--- src/rtl/xadc_speed_ctrl.sv ---
// xadc_speed_ctrl: averages XADC DRP samples into a ball speed committed at frame boundaries.
// Optional XADC_SPEED_HYST_EN: commit only after two consecutive batches agree.
module xadc_speed_ctrl #(
  parameter logic [6:0]  CHAN_ADDR   = 7'h03,
  parameter int unsigned AVG_LOG2    = 2,
  parameter int unsigned SCALE_SHIFT = 9,
  parameter int unsigned MIN_SPEED   = 1,
  parameter int unsigned MAX_SPEED   = 8,
  parameter int unsigned RESET_SPEED = 2,
  parameter int unsigned TIMEOUT     = 64
) (
  input  logic        clk,
  input  logic        reset,
  input  logic        eoc,
  output logic        drp_den,
  output logic        drp_dwe,
  output logic [6:0]  drp_daddr,
  input  logic [15:0] drp_do,
  input  logic        drp_drdy,
  input  logic [9:0]  pix_x,
  input  logic [9:0]  pix_y,
  output logic [7:0]  speed,
  output logic        speed_upd,
  output logic [7:0]  err_cnt
);
  localparam int AW = 12 + AVG_LOG2;
  localparam int CW = AVG_LOG2 + 1;
  localparam int TW = $clog2(TIMEOUT + 1);
  typedef enum logic [2:0] {IDLE, REQ, WAIT_RDY, ACCUM, MAP} state_t;
  state_t r_state, w_next;
  logic [AW-1:0] r_acc;
  logic [CW-1:0] r_cnt;
  logic [TW-1:0] r_tmo;
  logic [11:0]   r_sample;
  logic [7:0]    r_pend;
  logic          r_pend_valid;
  logic          w_timeout, w_last, w_tick, w_unused;
  logic [11:0]   w_avg;
  logic [31:0]   w_q;
  logic [7:0]    w_m;
  assign w_timeout = r_tmo == TW'(TIMEOUT - 1);
  assign w_last    = r_cnt == CW'((1 << AVG_LOG2) - 1);
  assign w_tick    = pix_y == 10'd480 && pix_x == 10'd0;
  assign w_avg     = 12'(r_acc >> AVG_LOG2);
  assign w_q       = 32'(w_avg >> SCALE_SHIFT) + 32'(MIN_SPEED);
  assign w_m       = 8'(w_q < 32'(MIN_SPEED) ? 32'(MIN_SPEED) : w_q > 32'(MAX_SPEED) ? 32'(MAX_SPEED) : w_q);
  assign w_unused  = ^drp_do[3:0];
  always_ff @(posedge clk or posedge reset)
    if (reset) r_state <= IDLE;
    else       r_state <= w_next;
  always_comb begin
    w_next    = r_state;
    drp_den   = r_state == REQ;
    drp_dwe   = 1'b0;
    drp_daddr = CHAN_ADDR;
    unique case (r_state)
      IDLE:     w_next = eoc ? REQ : IDLE;
      REQ:      w_next = WAIT_RDY;
      WAIT_RDY: w_next = drp_drdy ? ACCUM : w_timeout ? IDLE : WAIT_RDY;
      ACCUM:    w_next = w_last ? MAP : IDLE;
      MAP:      w_next = IDLE;
      default:  w_next = IDLE;
    endcase
  end
`ifdef XADC_SPEED_HYST_EN
  logic [7:0] r_prev;
  always_ff @(posedge clk or posedge reset)
    if (reset)              r_prev <= 8'(RESET_SPEED);
    else if (r_state == MAP) r_prev <= w_m;
  wire w_accept = w_m == r_prev;
`else
  wire w_accept = 1'b1;
`endif
  always_ff @(posedge clk or posedge reset) begin
    if (reset) begin
      r_acc        <= '0;
      r_cnt        <= '0;
      r_tmo        <= '0;
      r_sample     <= '0;
      r_pend       <= '0;
      r_pend_valid <= 1'b0;
      speed        <= 8'(RESET_SPEED);
      speed_upd    <= 1'b0;
      err_cnt      <= '0;
    end else begin
      speed_upd <= 1'b0;
      if (r_state == REQ) r_tmo <= '0;
      if (r_state == WAIT_RDY) begin
        if (drp_drdy)       r_sample <= drp_do[15:4];
        else if (w_timeout) err_cnt  <= err_cnt + 8'(err_cnt != 8'hFF);
        else                r_tmo    <= r_tmo + 1'b1;
      end
      if (r_state == ACCUM) begin
        r_acc <= r_acc + AW'(r_sample);
        r_cnt <= r_cnt + 1'b1;
      end
      if (w_tick && r_pend_valid) begin
        speed        <= r_pend;
        r_pend_valid <= 1'b0;
        speed_upd    <= r_pend != speed;
      end
      // A fresh batch result wins over the commit clear, deferring it to the next tick.
      if (r_state == MAP) begin
        r_acc <= '0;
        r_cnt <= '0;
        if (w_accept) begin
          r_pend       <= w_m;
          r_pend_valid <= 1'b1;
        end
      end
    end
  end
endmodule

--- config.mk ---
export PLATFORM = sky130hd
export DESIGN_NAME = xadc_speed_ctrl
export DESIGN_NICKNAME = d
export VERILOG_FILES = /design/src/rtl/xadc_speed_ctrl.sv
export SDC_FILE = /design/constraint.sdc
export NUM_CORES = 1
export LEC_CHECK = 0
export ABC_AREA = 1
export CAP_MARGIN = 0
export CORE_MARGIN = 8
export CORE_UTILIZATION = 57
export CTS_CLUSTER_SIZE = 30
export DETAILED_ROUTE_END_ITERATION = 10
export GPL_ROUTABILITY_DRIVEN = 0
export PLACE_DENSITY = 0.83
export SYNTH_ARGS = -nofsm -noshare
export SYNTH_HDL_FRONTEND = slang
export SYNTH_SLANG_ARGS = --single-unit
--- constraint.sdc ---
create_clock -name clk -period 4.4 [get_ports clk]
set_input_delay 0.66 -clock clk [delete_from_list [all_inputs] [get_ports clk]]
set_output_delay 0.66 -clock clk [all_outputs]
set_load 0.005 [all_outputs]
# [After elaboration in Yosys (flattened, before gate mapping)]
# Cells that the tools add are included.
[op_classes] n_addsub=5 order_cmp=2 eq_ne=9 n_mux=18 bitwise=1 reduce_logical=8
[ops] operator="$mux 14" count=2
[ops] operator="$mux 7" count=4
[ops] operator="$add 14x12->14" count=1
[ops] operator="$pmux 3 s4" count=1
[ops] operator="$eq 10x9->1 const B" count=1
[ops] operator="$logic_not 10->1" count=1
[ops] operator="$eq 3x2->1 const B" count=3
[ops] operator="$mux 3" count=3
[ops] operator="$add 8x1->8" count=1
[ops] operator="$mux 4" count=2
[ops] operator="$ne 8x8->1" count=1
[ops] operator="$ne 8x8->1 const B" count=1
[ops] operator="$add 7x1->7 const B" count=1
[ops] operator="$eq 7x6->1 const B" count=1
[ops] operator="$add 3x1->4 const B" count=1
[ops] operator="$gt 4x4->1 const B" count=1
[ops] operator="$lt 4x1->1 const B" count=1
[ops] operator="$mux 1" count=4
[ops] operator="$mux 2" count=2
[ops] operator="$reduce_bool 2->1" count=2
[ops] operator="$add 3x1->3 const B" count=1
[ops] operator="$eq 3x1->1 const B" count=1
[ops] operator="$eq 3x3->1 const B" count=1
[ops] operator="$logic_not 3->1" count=1
[ops] operator="other kinds (4)" count=5
[totals] register_bits=65 elab_cells=53

# [Longest topological paths before layout]
[logic_depth] word_depth=5 ltp_mapped=12

# [Worst setup path after synthesis]
# Ideal clock, no wire load.
[synth_timing] path_kind="register to register" from="register r_acc[0]" to="register r_acc[4]" setup_ps=118 arrival_time_ps=1576 slack_ps=2706 path_stages_with_launch=8 period_less_slack_ps=1694 path_cell_list="dfrtp_1 > ha_1 > fa_1 > nand3_1 > nand3_1 > o21ai_0 > a21oi_1 > a21o_1"
[synth_between] elab_chain_len=3
[synth_lines] item="start, declared" line_no="31" text="logic [AW-1:0] r_acc;"
[synth_lines] item="start signal, assigned" line_no="94" text="r_acc <= r_acc + AW'(r_sample);"
[synth_lines] item="$add 14x12->14" line_no="94"
[synth_lines] item="$mux 14" line_no="93" text="if (r_state == ACCUM) begin"
[synth_lines] item="$mux 14" line_no="103" text="if (r_state == MAP) begin"
# Every way passes these cells. The select of a mux whose other input is x is not followed.
# A chain may end at the register's enable or synchronous reset.

# [Final worst setup path]
[layout_timing] from="register r_state[2]" to="output drp_den"
[layout_between] elab_chain_len=1
[layout_lines] item="start, declared" line_no="30" text="state_t r_state, w_next;"
[layout_lines] item="start signal, assigned" line_no="50" text="else r_state <= w_next;"
[layout_lines] item="$eq 3x1->1" line_no="53" text="drp_den = r_state == REQ;"
[layout_lines] item="end, declared" line_no="15" text="output logic drp_den,"
# Every way passes these cells.

==> results.tsv <==
stage	metric	value	unit
synth	synth_async_sr_flop_share	100	%
critical_path	critPathRequiredTime	3.74	ns
power_and_ir_drop	power.density	634	nW/µm²
layout	final_nets	536	
power_and_ir_drop	power_switching_share	41.8	%
global_routing	grt_max_degree	41	
synth	synth.area.top_cells	dfrtp_1 41%, nand2_1 12%, ha_1 6.5%	
timing	final_slew_viol_count	0	
critical_path	path_delay_family	buffers and inverters	
critical_path	path_buf_inv	1	
synth	seq_area_frac_synth	41.3	%
critical_path	regToRegSetupSlack	2.42	ns
timing	worst_clock_skew	0.0101	ns
critical_path	crit_reg_reg_endpoint	r_acc[12]$_DFFE_PP0P_	
routing	dr_total_vias	2911	
cts	cts.hold.buffers_added	0	
worst_hold_path	min-delay-path-class	reg2reg	
critical_path	critPathArrivalTime	1.67	ns
synth	synthesis.area_per_instance	8.21	µm²
synth	synth_top_area_share	40.6	%
power_and_ir_drop	internal_power_consumption	1.55	mW
critical_path	ordered_list_of_cells_on_the_worst_path	nor3_1 > clkdlybuf4s50_1	
floorplanning	die_width	93.9	µm
cts	tritoncts.num_buffers	9	
cts	clk_pin_slew	0.06	ns
timing	timing.final.setup_violations	0	
cts	cts_tree	done	
timing	fin_setup_tns	0	ns
power_and_ir_drop	p_leak	2.13	nW
synth	ys_warn_count	0	
cts	cts_max_path_buffers	2	
cts	cts.repair_timing.setup_buffer_count	0	
global_routing	grt_pass1_vias	3002	
run_status	result_of_the_run	completed	
layout	final_core_util	71.2	%
power_and_ir_drop	power_frac_seq	31.0	%
layout	post_route_cells_drive_above_1_share	8.92	%
routing	postRouteWirelength	7510	µm
placement	dp.final_hpwl	5650	µm
worst_hold_path	holdPathStages	2	
critical_path	cp_slowest_stage_delay	0.58	ns
timing	clock.fmax	430	MHz
power_and_ir_drop	clock_power_share	19.7	%
global_routing	groute.usage.overall	18.4	%
routing	drt_first_iter_violations	181	
worst_hold_path	min_to	r_pend_valid$_DFFE_PP0P_	
cts	cts.sink_count	57	
run	drv.max_cap_violation_count	0	
cts	cts.repair.resized	0	
layout	final_design_area_no_fill	4190	µm²
synth	synthDominantAreaCellType	dfrtp_1	
global_routing	gr-usage-met2	30.7	%
placement	place.port_buffers	49	
layout	synthToLayoutAreaGrowth	21.2	%
timing	report.final.hold_viol_count	0	
synth	post_synth_inst_count	421	
global_routing	grt_antenna_before_repair	0	
floorplanning	dieArea	8810	µm²
routing	vias_per_cell	5.23	
critical_path	crit_path_top_delay_cell	clkdlybuf4s50_1	
floorplanning	floorplan.die.height	93.9	µm
layout	antenna-diode-count	0	
global_routing	grt_remaining_overflow	0	
synth	synth_edf_count	0	
timing	finalCritPeriodShare	52.9	%
cts	clock_tree.htree_level_count	3	
global_routing	grt_pass1_wl	13100	µm
critical_path	worst_r2r_path_depth	10	
critical_path	timing.critical_path.fanout_max	4	
critical_path	criticalPathCategory	reg2out	
power_and_ir_drop	max-vdd-ir-drop	390	µV
cts	cts-root-buf	clkbuf_8	
critical_path	end_kind	output port	
critical_path	start_kind	flip-flop	
synth	synth.cell_area	3460	µm²
cts	worst_skew_pair.late_latency	0.34	ns
critical_path	worst-path-stages	2	
global_routing	grt.busiest_layer	met2	
timing	finalCriticalPeriod	2.33	ns
routing	remaining_drc_errors	0	
routing	antenna_violating_nets_left	0	
power_and_ir_drop	combinationalPowerShare	49.3	%
global_routing	met1_capacity_usage_during_global_routing	22.1	%
synth	synth_top_flop_cell	dfrtp_1	
power_and_ir_drop	net-switching-power	1.11	mW
global_routing	global_route_met3_usage	3.52	%
placement	postPlaceCellArea	3970	µm²
timing	rsz0062_at_grt	false	
worst_hold_path	hold_path.startpoint	r_pend_valid$_DFFE_PP0P_	
synth	register_bit_total_from_synthesis	57	
synth	synth.lib_cells_used.distinct	37	
floorplanning	core	5890	µm²
routing	detailedRoute.firstPassIterationCount	5	
floorplanning	pin_count	66	
critical_path	worst_r2r_startpoint	r_sample[0]$_DFFE_PP0P_	
floorplanning	core.rowCount	28	
routing	wire_per_inst	13.5	µm
floorplanning	starting_density	58.7	%
[through the flow]
step                      setup slack (ns)  power, mW  std cells  hold slack, ns
final                                 2.07       2.66        557           0.474
after global placement                2.36       2.05        541           0.456
after floorplan                       2.34       1.84        431           0.442
after global routing                  1.92       2.90        557           0.498
after detailed placement              2.25       2.10        541           0.467
after CTS                             2.04       2.65        557           0.482
[final cells by class]
| class | count | area [µm²] |
|---|---|---|
| timing repair buffer | 50 | 498 |
| tap | 75 | 93.8 |
| sequential | 57 | 1430 |
| fill | 481 | 1700 |
| inverter | 54 | 204 |
| multi-input combinational | 305 | 1750 |
| clock inverter | 2 | 35.0 |
| clock buffer | 14 | 183 |
[metal layers]
| layer | vias to the layer above | routed length, µm |
|---|---|---|
| li1 | 1455 | - |
| met1 | 1338 | 3310 |
| met5 | - | 0 |
| met2 | 101 | 3540 |
| met4 | 0 | 159 |
| met3 | 17 | 505 |
[power by group through the flow]
stage	combinational, mW	sequential [mW]	clock (mW)
after floorplan	1.04	0.798	0
after global placement	1.23	0.823	0
after detailed placement	1.27	0.832	0
after CTS	1.30	0.825	0.528
after global routing	1.50	0.847	0.549
final	1.31	0.824	0.524
[cell families (layout without fill, tap and decap cells)]
family                   after synthesis  in the layout  share of synthesized area (%)
buffers and inverters                 69            120                           9.20
adder cells (fa/ha/maj)               19             19                           7.10
flip-flops                            57             57                           41.3
AO/OA/AOI/OAI                         42             42                           7.06
multiplexers                          12             12                           4.78
XOR/XNOR                              16             16                           4.06
other                                  2             12                          0.217
AND/OR/NAND/NOR                      204            204                           26.3
[worst register-to-register path: cells and delay by family, from the launching register on]
kind | cells | cell delay, ns
and+or+nand+nor | 7 | 0.75
adders and majority gates | 2 | 0.69
DFF | 1 | 0.40
buffers and inverters | 1 | 0.04
[cells in the mapped netlist, drive strengths merged (2+ instances only)]
library cell  number
a22o               3
buf               15
o21ai             19
o22ai              2
ha                18
conb               2
nand4              9
nor2              34
mux2              12
xnor2              8
nand3b             3
nand2            116
a31oi              3
nor3               3
a21oi              9
inv               53
nand3             39
a21o               2
xor2               8
dfrtp             56
[sequential cells by signal, summed over array words and instances, names as in the netlist]
| register | count |
|---|---|
| err_cnt | 8 |
| r_acc | 14 |
| r_cnt | 3 |
| r_pend | 4 |
| r_pend_valid | 1 |
| r_sample | 12 |
| r_state | 3 |
| r_tmo | 7 |
| speed | 4 |
| speed_upd | 1 |
[cells in the final DEF (no fill, tap or decap), drive strengths merged, types with 2 or more instances in the layout]
| cell | instances |
|---|---|
| clkinv | 2 |
| a31oi | 3 |
| ha | 18 |
| clkdlybuf4s50 | 49 |
| clkbuf | 14 |
| xor2 | 8 |
| a22o | 3 |
| conb | 12 |
| o22ai | 2 |
| nand3 | 39 |
| nand4 | 9 |
| mux2 | 12 |
| xnor2 | 8 |
| inv | 53 |
| nor3 | 3 |
| nand2 | 116 |
| a21oi | 9 |
| a21o | 2 |
| nand3b | 3 |
| o21ai | 19 |
| nor2 | 34 |
| dfrtp | 56 |
[worst max path at each step]
| stage | to | start |
|---|---|---|
| final | drp_den | r_state[2]$_DFF_PP0_ |
| after floorplan | err_cnt[0]$_DFFE_PP0P_ | reset |
| after global placement | speed[2]$_DFFE_PP0P_ | pix_x[7] |
| after detailed placement | speed[3]$_DFFE_PP0P_ | pix_x[9] |
| after CTS | drp_den | r_state[2]$_DFF_PP0_ |
| after global routing | drp_den | r_state[2]$_DFF_PP0_ |
Note: power is estimated with default switching activity, not from simulation.
